--- src/rtl/panda_muldiv_pkg.sv ---
// Shared types and operator-decode helpers for the iterative RV32M multiply/divide unit.
package panda_muldiv_pkg;

  // M-extension operations, in decode order.
  typedef enum logic [2:0] {
    MD_MUL,
    MD_MULH,
    MD_MULHSU,
    MD_MULHU,
    MD_DIV,
    MD_DIVU,
    MD_REM,
    MD_REMU
  } md_operator_e;

  typedef enum logic [1:0] {
    MD_IDLE,
    MD_CALC,
    MD_FIX,
    MD_DONE
  } md_state_e;

  function automatic logic md_is_div(input md_operator_e op);
    return op inside {MD_DIV, MD_DIVU, MD_REM, MD_REMU};
  endfunction

  function automatic logic md_is_rem(input md_operator_e op);
    return op inside {MD_REM, MD_REMU};
  endfunction

  // Operand a is interpreted as two's complement.
  function automatic logic md_a_signed(input md_operator_e op);
    return op inside {MD_MULH, MD_MULHSU, MD_DIV, MD_REM};
  endfunction

  // Operand b is interpreted as two's complement.
  function automatic logic md_b_signed(input md_operator_e op);
    return op inside {MD_MULH, MD_DIV, MD_REM};
  endfunction

endpackage

--- src/rtl/panda_muldiv_if.sv ---
// Request/response handshake bundle between decode and the multiply/divide unit.
interface panda_muldiv_if #(
  parameter int Width = 32
);
  import panda_muldiv_pkg::*;

  logic             valid_i;
  logic             ready_o;
  md_operator_e     operator_i;
  logic [Width-1:0] operand_a_i;
  logic [Width-1:0] operand_b_i;
  logic             valid_o;
  logic             ready_i;
  logic [Width-1:0] result_o;

  // Issuing side: decode / testbench.
  modport master (
    output valid_i,
    output operator_i,
    output operand_a_i,
    output operand_b_i,
    output ready_i,
    input  ready_o,
    input  valid_o,
    input  result_o
  );

  // The multiply/divide unit.
  modport slave (
    input  valid_i,
    input  operator_i,
    input  operand_a_i,
    input  operand_b_i,
    input  ready_i,
    output ready_o,
    output valid_o,
    output result_o
  );

endinterface

--- src/rtl/panda_muldiv.sv ---
// Iterative radix-2 RV32M multiply/divide unit. Multiply and divide share one
// 2*Width accumulator and one Width+1-bit adder, one bit per cycle.
//
//   state   | meaning
//   --------+-----------------------------------------------------------
//   MD_IDLE | ready_o high; waiting for a request
//   MD_CALC | Width shift-add (mul) or restoring-divide iterations
//   MD_FIX  | sign correction and result select, one cycle
//   MD_DONE | valid_o high, result held until ready_i
module panda_muldiv
  import panda_muldiv_pkg::*;
#(
  parameter int Width = 32
) (
  input  logic          clk_i,
  input  logic          rst_i,
  panda_muldiv_if.slave md
);

  localparam int CntW = $clog2(Width);
  localparam logic [CntW-1:0] CntLast = CntW'(Width - 1);
  localparam logic [Width-1:0] MinNeg = {1'b1, {(Width-1){1'b0}}};

  md_state_e        state_q;
  md_operator_e     op_q;
  logic             sign_a_q;
  logic             sign_b_q;
  logic [2*Width-1:0] acc_q;
  logic [Width-1:0] opb_q;
  logic [CntW-1:0]  cnt_q;
  logic [Width-1:0] result_q;
  logic             valid_q;
  logic             ready_q;

  // Acceptance-time decode of the incoming request.
  logic             in_sign_a;
  logic             in_sign_b;
  logic [Width-1:0] in_abs_a;
  logic [Width-1:0] in_abs_b;
  logic             in_special;
  logic [Width-1:0] in_special_res;

  // Shared datapath.
  logic             is_div;
  logic [Width:0]   div_cand;
  logic [Width:0]   add_a;
  logic [Width:0]   add_b;
  logic             add_cin;
  logic [Width:0]   add_sum;
  logic [2*Width-1:0] acc_next;

  // Sign-corrected results.
  logic             neg_res;
  logic [2*Width-1:0] product;
  logic [Width-1:0] quot_mag;
  logic [Width-1:0] rem_mag;
  logic [Width-1:0] quotient;
  logic [Width-1:0] remainder;
  logic [Width-1:0] fix_result;

  assign md.ready_o  = ready_q;
  assign md.valid_o  = valid_q;
  assign md.result_o = result_q;

  // Decode signs, magnitudes and the divide corner cases of the incoming request.
  always_comb begin
    in_sign_a      = md_a_signed(md.operator_i) & md.operand_a_i[Width-1];
    in_sign_b      = md_b_signed(md.operator_i) & md.operand_b_i[Width-1];
    // Magnitude of the most negative value wraps to itself, which is the right unsigned value.
    in_abs_a       = in_sign_a ? (~md.operand_a_i + 1'b1) : md.operand_a_i;
    in_abs_b       = in_sign_b ? (~md.operand_b_i + 1'b1) : md.operand_b_i;
    in_special     = 1'b0;
    in_special_res = '0;
    if (md_is_div(md.operator_i)) begin
      if (md.operand_b_i == '0) begin
        in_special     = 1'b1;
        in_special_res = md_is_rem(md.operator_i) ? md.operand_a_i : '1;
      end else if (md_a_signed(md.operator_i) && (md.operand_a_i == MinNeg) &&
                   (md.operand_b_i == '1)) begin
        in_special     = 1'b1;
        in_special_res = md_is_rem(md.operator_i) ? '0 : md.operand_a_i;
      end
    end
  end

  // One iteration of shift-add multiply or restoring divide through the shared adder.
  always_comb begin
    is_div   = md_is_div(op_q);
    // Divide: remainder shifted left with the next dividend bit brought in.
    div_cand = acc_q[2*Width-1:Width-1];
    if (is_div) begin
      add_a   = div_cand;
      add_b   = ~{1'b0, opb_q};
      add_cin = 1'b1;
    end else begin
      add_a   = {1'b0, acc_q[2*Width-1:Width]};
      add_b   = {1'b0, opb_q};
      add_cin = 1'b0;
    end
    add_sum = add_a + add_b + {{Width{1'b0}}, add_cin};

    if (is_div) begin
      // Bit Width set means the trial subtract went negative: restore.
      if (add_sum[Width]) begin
        acc_next = {div_cand[Width-1:0], acc_q[Width-2:0], 1'b0};
      end else begin
        acc_next = {add_sum[Width-1:0], acc_q[Width-2:0], 1'b1};
      end
    end else begin
      if (acc_q[0]) begin
        acc_next = {add_sum, acc_q[Width-1:1]};
      end else begin
        acc_next = {1'b0, acc_q[2*Width-1:1]};
      end
    end
  end

  // Sign correction of the finished magnitude and selection of the result word.
  always_comb begin
    neg_res   = sign_a_q ^ sign_b_q;
    product   = neg_res ? (~acc_q + 1'b1) : acc_q;
    quot_mag  = acc_q[Width-1:0];
    rem_mag   = acc_q[2*Width-1:Width];
    quotient  = neg_res ? (~quot_mag + 1'b1) : quot_mag;
    remainder = sign_a_q ? (~rem_mag + 1'b1) : rem_mag;
    unique case (op_q)
      MD_MUL:                      fix_result = product[Width-1:0];
      MD_MULH, MD_MULHSU, MD_MULHU: fix_result = product[2*Width-1:Width];
      MD_DIV, MD_DIVU:             fix_result = quotient;
      default:                     fix_result = remainder;
    endcase
  end

  // Control FSM with registered handshake and result outputs.
  always_ff @(posedge clk_i) begin
    if (rst_i) begin
      state_q  <= MD_IDLE;
      op_q     <= MD_MUL;
      sign_a_q <= 1'b0;
      sign_b_q <= 1'b0;
      acc_q    <= '0;
      opb_q    <= '0;
      cnt_q    <= '0;
      result_q <= '0;
      valid_q  <= 1'b0;
      ready_q  <= 1'b1;
    end else begin
      unique case (state_q)
        MD_IDLE: begin
          if (md.valid_i && ready_q) begin
            op_q     <= md.operator_i;
            sign_a_q <= in_sign_a;
            sign_b_q <= in_sign_b;
            // Multiplier and dividend both start in the low half.
            acc_q    <= {{Width{1'b0}}, in_abs_a};
            opb_q    <= in_abs_b;
            cnt_q    <= '0;
            ready_q  <= 1'b0;
            if (in_special) begin
              result_q <= in_special_res;
              valid_q  <= 1'b1;
              state_q  <= MD_DONE;
            end else begin
              state_q  <= MD_CALC;
            end
          end
        end
        MD_CALC: begin
          acc_q <= acc_next;
          if (cnt_q == CntLast) begin
            state_q <= MD_FIX;
          end else begin
            cnt_q <= cnt_q + CntW'(1);
          end
        end
        MD_FIX: begin
          result_q <= fix_result;
          valid_q  <= 1'b1;
          state_q  <= MD_DONE;
        end
        MD_DONE: begin
          if (md.ready_i) begin
            valid_q <= 1'b0;
            ready_q <= 1'b1;
            state_q <= MD_IDLE;
          end
        end
        default: state_q <= MD_IDLE;
      endcase
    end
  end

endmodule

--- src/flat_wrapper.sv ---
// flat-port wrapper written by rule: the top's interface ports become plain ports
module panda_muldiv_flat import panda_muldiv_pkg::*;
#(
  parameter int Width = 32
)
  (clk_i, rst_i, md_valid_i, md_operator_i, md_operand_a_i, md_operand_b_i, md_ready_i, md_ready_o, md_valid_o, md_result_o);
  panda_muldiv_if #(.Width(Width)) md_i ();
  input  logic clk_i;
  input  logic rst_i;
  input wire logic [$bits(md_i.valid_i)-1:0] md_valid_i;
  input wire logic [$bits(md_i.operator_i)-1:0] md_operator_i;
  input wire logic [$bits(md_i.operand_a_i)-1:0] md_operand_a_i;
  input wire logic [$bits(md_i.operand_b_i)-1:0] md_operand_b_i;
  input wire logic [$bits(md_i.ready_i)-1:0] md_ready_i;
  output wire logic [$bits(md_i.ready_o)-1:0] md_ready_o;
  output wire logic [$bits(md_i.valid_o)-1:0] md_valid_o;
  output wire logic [$bits(md_i.result_o)-1:0] md_result_o;
  assign md_i.valid_i = md_valid_i;
  assign md_i.operator_i = md_operator_i;
  assign md_i.operand_a_i = md_operand_a_i;
  assign md_i.operand_b_i = md_operand_b_i;
  assign md_i.ready_i = md_ready_i;
  assign md_ready_o = md_i.ready_o;
  assign md_valid_o = md_i.valid_o;
  assign md_result_o = md_i.result_o;
  panda_muldiv #(.Width(Width)) u_core (.clk_i(clk_i), .rst_i(rst_i), .md(md_i));
endmodule
--- config.mk ---
export PLATFORM = sky130hd
export DESIGN_NAME = panda_muldiv_flat
export DESIGN_NICKNAME = d
export VERILOG_FILES = /design/src/rtl/panda_muldiv_pkg.sv /design/src/rtl/panda_muldiv_if.sv /design/src/rtl/panda_muldiv.sv /design/src/flat_wrapper.sv
export SDC_FILE = /design/constraint.sdc
export NUM_CORES = 1
export LEC_CHECK = 0
export ABC_AREA = 1
export CORE_UTILIZATION = 26
export DETAILED_ROUTE_END_ITERATION = 8
export HOLD_SLACK_MARGIN = 0.08
export SETUP_SLACK_MARGIN = 0.15
export SLEW_MARGIN = 20
export SYNTH_ARGS = -nofsm -noshare
export SYNTH_HDL_FRONTEND = slang
export SYNTH_SLANG_ARGS = --single-unit
--- constraint.sdc ---
create_clock -name clk_i -period 5 [get_ports clk_i]
set_clock_uncertainty 0.2 [all_clocks]
set_input_delay 1 -clock clk_i [delete_from_list [all_inputs] [get_ports clk_i]]
set_output_delay 1 -clock clk_i [all_outputs]
set_load 0.03 [all_outputs]
==> impl_metrics.json, run 1 <==
{
  "outcome": "finished, final reports clean",
  "grt_usage_pct": 20.7,
  "cts_hold_buffers": 0,
  "rows": 88,
  "yosys_warnings": 0,
  "dr.pass1.iters": 6,
  "setup_violations": 0,
  "crit_family": "simple AND/OR/NAND/NOR gates",
  "insertion_delay_ns": 0.46,
  "relSlewSlack_pct": 33.1,
  "min_period_ns": 4.00,
  "slew_viol_final": 0,
  "use_met1_pct": 28.4,
  "path_class": "reg2reg",
  "synth_nets": 2853,
  "synth_area_per_cell_sq_um": 5.54,
  "tns_ns": 0,
  "h-tree-depth": 4,
  "final_common_cell": "nand2_1",
  "coreArea_sq_um": 57700,
  "critical_path.startpoint_type": "register",
  "cts-resized-gates": 0,
  "synthArstFlopShare_pct": 0,
  "seq_area_frac_synth_pct": 18.7,
  "start_util_pct": 26.3,
  "syn_area_sq_um": 15200,
  "syn_inst": 2739,
  "gp_congestion": 1.01,
  "peakVddDrop_v": 0.000372,
  "synth_flop_cell": "dfxtp_1",
  "cts_made_buffers": 17,
  "synth_edf_count": 0,
  "rsz0062_at_grt": "false",
  "power_density_nw_per_um2": 606,
  "dp_hpwl_mm": 48.3,
  "cp_common_cell": "nand2_1",
  "routed_wl_mm": 62.4,
  "fin_crit_sh_pct": 79.9,
  "met3_usage_pct": 3.39,
  "cts_setup_buffers": 0,
  "fin_nets": 2861,
  "drc": 0,
  "dp_slack_ns": 0.816,
  "max_slew.worst_pin.slew_ns": 0.992,
  "areaGrowthSynthToFinish_pct": 14.5,
  "max_stage_delay_ns": 0.47,
  "ant_nets": 0,
  "worstPathCellList": "buf_4 -> xor2_1 -> ha_1 -> nand2_1 -> inv_1 -> nand2_1 -> nand2_1 -> nand2_1 -> nand2_1 -> a21oi_1 -> nand3_1 -> nand2_4 -> o21ai_0 -> inv_1 -> nand2_1 -> nand2_1 -> a21oi_1",
  "critPathArrivalTime_ns": 4.11,
  "grt_util_met2_pct": 32.2,
  "cts_root_buffer": "clkbuf_16",
  "crit_path_end_kind": "register",
  "grt_max_degree": 97,
  "die-area_sq_um": 59400,
  "grt.overflow.total": 0,
  "cp.required_ns": 5.12,
  "viasPerCell": 5.15,
  "cts.reportedPaths.clkPinSlew_ns": 0.07,
  "io_pins": 105,
  "vias": 18143,
  "dpl_cell_area_sq_um": 16800,
  "hold_violations": 0,
  "utilization_pct": 30.1,
  "cts_tree": "built",
  "design_area_sq_um": 17400,
  "busiest_layer": "met2",
  "drt_iter0_markers": 2271,
  "clockBufferDepth": 2,
  "max-cap-violations": 0,
  "yosysUniqueCellTypes": 49,
  "die_w_microns": 244,
  "grt_pass1_wl_mm": 96.4,
  "port_buffers": 104,
  "die_h_microns": 244,
  "clkSinkCount": 142,
  "drive_above_1_share_pct": 4.46,
  "antenna_found_initial": 2,
  "ys_ff_latch": 142,
  "clock.fmax_mhz": 250,
  "wl_per_cell_microns": 17.7,
  "totalPowerFinal_mw": 10.5,
  "p_leak_nw": 7.81,
  "hp-class": "reg2reg",
  "cp_num_buf_inv": 3,
  "final_cell_mix": "nand2_1, inv_1, nor2_1",
  "worst_slack_ns": 1.00,
  "crit_path_max_fanout": 45,
  "grt_pass1_vias": 16155,
  "cp_slowest_cell": "dfxtp_4"
}
## Yosys cell counts, types with 9 or more instances
master	number	area (sq um)
buf_2	21	105
buf_1	17	63.8
nor3_1	33	165
o21bai_1	13	97.6
inv_1	291	1090
a21oi_1	237	1190
nand2_1	727	2730
xor2_1	72	631
o21ai_0	247	1240
dfxtp_1	142	2840
or2_2	9	56.3
nand3b_1	10	75.1
inv_2	11	41.3
nand3_1	263	1320
ha_1	42	526
nor2_2	10	62.6
clkbuf_1	95	357
a31oi_1	39	244
nand2_2	11	68.8
o211ai_1	35	263
nand4_1	35	219
nor2_1	278	1040
o21ai_1	27	135
## stage by stage
stage,std cells,hold slack (ns)
2_1_floorplan,2739,0.244
3_3_place_gp,3493,0.261
3_5_place_dp,3493,0.258
4_1_cts,3523,0.273
5_1_grt,3523,0.303
6_report,3524,0.272
## sequential cells by signal (all words and copies together), names as in the netlist
register	count
u_core.acc_q	64
u_core.cnt_q	5
u_core.md.ready_o	1
u_core.md.result_o	32
u_core.md.valid_o	1
u_core.op_q	3
u_core.opb_q	32
u_core.sign_a_q	1
u_core.sign_b_q	1
u_core.state_q	2
## tightest hold or removal path: stages, from the launching register on
cell and delay, ns:
dfxtp_1 0.32, nand2_1 0.06, a21oi_1 0.05
## power breakdown
part / internal [mW] / switching [mW] / total (mW) / leakage [nW]
clock network: 0.783 / 0.571 / 1.35 / 0.272
logic: 2.17 / 5.02 / 7.19 / 6.37
registers: 1.53 / 0.464 / 1.99 / 1.16
## routing by layer
layer	up-vias	part of all wire, %
met5	-	0.043
met1	8183	45
met2	800	44
met4	4	3.5
met3	121	8.0
li1	9035	-
## final timing paths
path / start / to / slack (ns) / cells past startpoint
worst max register to register: u_core.op_q[2] / u_core.acc_q[63] / 1.00 / 17
worst max-delay path: u_core.op_q[2] / u_core.acc_q[63] / 1.00 / 17
worst min register to register: u_core.md.valid_o / u_core.md.valid_o / 0.27 / 2
worst min-delay path: u_core.md.valid_o / u_core.md.valid_o / 0.27 / 2
## area by class of cell
cell class	count	area, sq um
fillers	6631	40300
multi-input cells	2149	10600
flip-flops and latches	142	2850
repair buffers	132	1260
inverters	305	1150
well taps	765	957
clock buffers	18	429
clock inverters	12	163
diodes	1	2.50
## cells by family after synthesis
| kind of cell | Yosys count | share of synthesized area (%) |
|---|---|---|
| flip-flops | 142 | 18.7 |
| buffers and inverters | 448 | 11.6 |
| XOR/XNOR | 77 | 4.44 |
| AO/OA/AOI/OAI | 628 | 22.4 |
| AND/OR/NAND/NOR | 1401 | 39.2 |
| adder cells (fa/ha/maj) | 43 | 3.59 |
Power figures use the tool's default switching activity.
==> run 2: changes to the inputs <==
==> constraint.sdc (replaced) <==
create_clock -name clk_i -period 3.3 [get_ports clk_i]
set_clock_uncertainty 0.2 [all_clocks]
set_input_delay 0.66 -clock clk_i [delete_from_list [all_inputs] [get_ports clk_i]]
set_output_delay 0.66 -clock clk_i [all_outputs]
set_load 0.03 [all_outputs]
==> run 2 against run 1 <==
Compared with the run above:
- wire length increased by 8.7%
- sequential share of layout area decreased by 2.3 points
- worst hold slack got worse by 0.0082 ns
- first-iteration DRC count increased by 1.3%
- sequential power increased by 52%
==> impl_metrics.json, run 2 (synthesis gave the netlist of run 1 again) <==
{
  "cp.required_ns": 3.48,
  "hp-class": "reg2reg",
  "relSlewSlack_pct": 48.4,
  "cts_made_buffers": 17,
  "routed_wl_mm": 67.8,
  "fin_crit_sh_pct": 95.4,
  "final_common_cell": "nand2_1",
  "rr_startpoint": "u_core.op_q[2]",
  "rows": 88,
  "die-area_sq_um": 59400,
  "grt_pass1_vias": 16709,
  "design_area_sq_um": 20200,
  "cts_tree": "built",
  "drive_above_1_share_pct": 15.7,
  "m1WireLength_mm": 30.7,
  "slew_viol_final": 0,
  "clock.fmax_mhz": 318,
  "fin_nets": 3050,
  "final_cell_mix": "nand2_1, inv_1, nor2_1",
  "drt_iter0_markers": 2301,
  "totalPowerFinal_mw": 18.1,
  "rsz0062_at_grt": "true",
  "start_util_pct": 26.3,
  "topRoutingLayerUsed": "met5",
  "clockBufferDepth": 2,
  "worstHoldStart": "u_core.md.valid_o",
  "min_period_ns": 3.15,
  "cts.reportedPaths.clkPinSlew_ns": 0.06,
  "n_antenna_cell": 0,
  "hold_violations": 0,
  "dr.pass1.iters": 6,
  "setup_violations": 0,
  "dp_hpwl_mm": 51.2,
  "die_h_microns": 244,
  "critical_path.startpoint_type": "register",
  "gp_congestion": 1.02,
  "power_density_nw_per_um2": 896,
  "clkSinkCount": 142,
  "routed-wl-met3_mm": 5.24,
  "largest_reg_flops": 64,
  "regMostFlops": "u_core.acc_q",
  "antenna_found_initial": 1,
  "cts_hold_buffers": 0,
  "critPathArrivalTime_ns": 3.33,
  "utilization_pct": 35.0,
  "dpl_cell_area_sq_um": 18100,
  "grt_usage_pct": 21.5,
  "max_slew.worst_pin.slew_ns": 0.773,
  "crit_path_max_fanout": 8,
  "coreArea_sq_um": 57700,
  "drc": 0,
  "h-tree-depth": 4,
  "placed_cells": 3645,
  "grt_max_degree": 64,
  "grt.overflow.total": 0,
  "peakVddDrop_v": 0.000495,
  "die_w_microns": 244,
  "outcome": "finished, final reports clean",
  "insertion_delay_ns": 0.47,
  "ant_nets": 0,
  "areaGrowthSynthToFinish_pct": 33.0,
  "viasPerCell": 5.19,
  "port_buffers": 104,
  "vias": 19275,
  "io_pins": 105,
  "path_class": "reg2reg",
  "wl_per_cell_microns": 18.3,
  "wl_met2_mm": 29.8,
  "crit_path_end_kind": "register",
  "p_leak_nw": 9.03,
  "cts_root_buffer": "clkbuf_16",
  "worstSetupStartpoint": "u_core.op_q[2]",
  "max-cap-violations": 0,
  "grt_pass1_wl_mm": 99.6,
  "instances_no_fill": 3712
}
run 2: timing repair:
item                                    in CTS  in global routing
pin swaps                                    1                 77
gates resized for setup                     10                230
gates cloned                                 2                 12
hold endpoints to repair                     0                  0
setup buffers                                1                 22
endpoints found under the setup margin      30                 45
run 2: cell type report:
cell class                 count  area, sq um
multi-input combinational   2149        11600
tap                          765          957
clock inverter                 7         42.5
clock buffer                  23          468
timing repair buffer         321         3170
inverter                     305         1150
fill                        6316        37500
sequential                   142         2850
run 2: final timing paths:
check | endpoint | slack (ns) | cells after the start
min | u_core.md.valid_o | 0.26 | 2
min reg2reg | u_core.md.valid_o | 0.26 | 2
max reg2reg | u_core.acc_q[44] | 0.15 | 20
max | u_core.acc_q[44] | 0.15 | 20
run 2: routing by layer:
metal / vias up / GRT usage (%)
met3: 127 / 2.88
met5: - / 0
met2: 909 / 33.1
met1: 8837 / 30.4
li1: 9400 / -
met4: 2 / 7.22
run 2: stage by stage:
step / setup slack, ns / hold slack [ns] / setup TNS, ns
2_1_floorplan: 0.176 / 0.244 / 0
3_3_place_gp: -0.0305 / 0.257 / -0.204
3_5_place_dp: -0.0772 / 0.257 / -0.467
4_1_cts: 0.110 / 0.268 / 0
5_1_grt: 0.0661 / 0.296 / 0
6_report: 0.151 / 0.264 / 0
run 2: worst max-delay path: stages, from the launching register on:
cell,delay [ns]
dfxtp_4,0.36
buf_12,0.15
buf_12,0.13
clkbuf_16,0.19
xor2_4,0.21
ha_4,0.29
nand2_2,0.07
nor2_4,0.13
inv_2,0.06
nor2_2,0.11
nand2_2,0.07
nand2_4,0.09
nand2_4,0.08
nand2_4,0.10
nand2_4,0.07
nand2_8,0.16
clkbuf_16,0.16
nand2_1,0.04
o211ai_1,0.09
nand2_1,0.08
a21oi_1,0.17
run 2: power by group:
| group | switching [mW] | internal, mW |
|---|---|---|
| clock network | 0.832 | 0.986 |
| logic | 8.53 | 4.72 |
| registers | 0.703 | 2.32 |
| total | 10.1 | 8.02 |
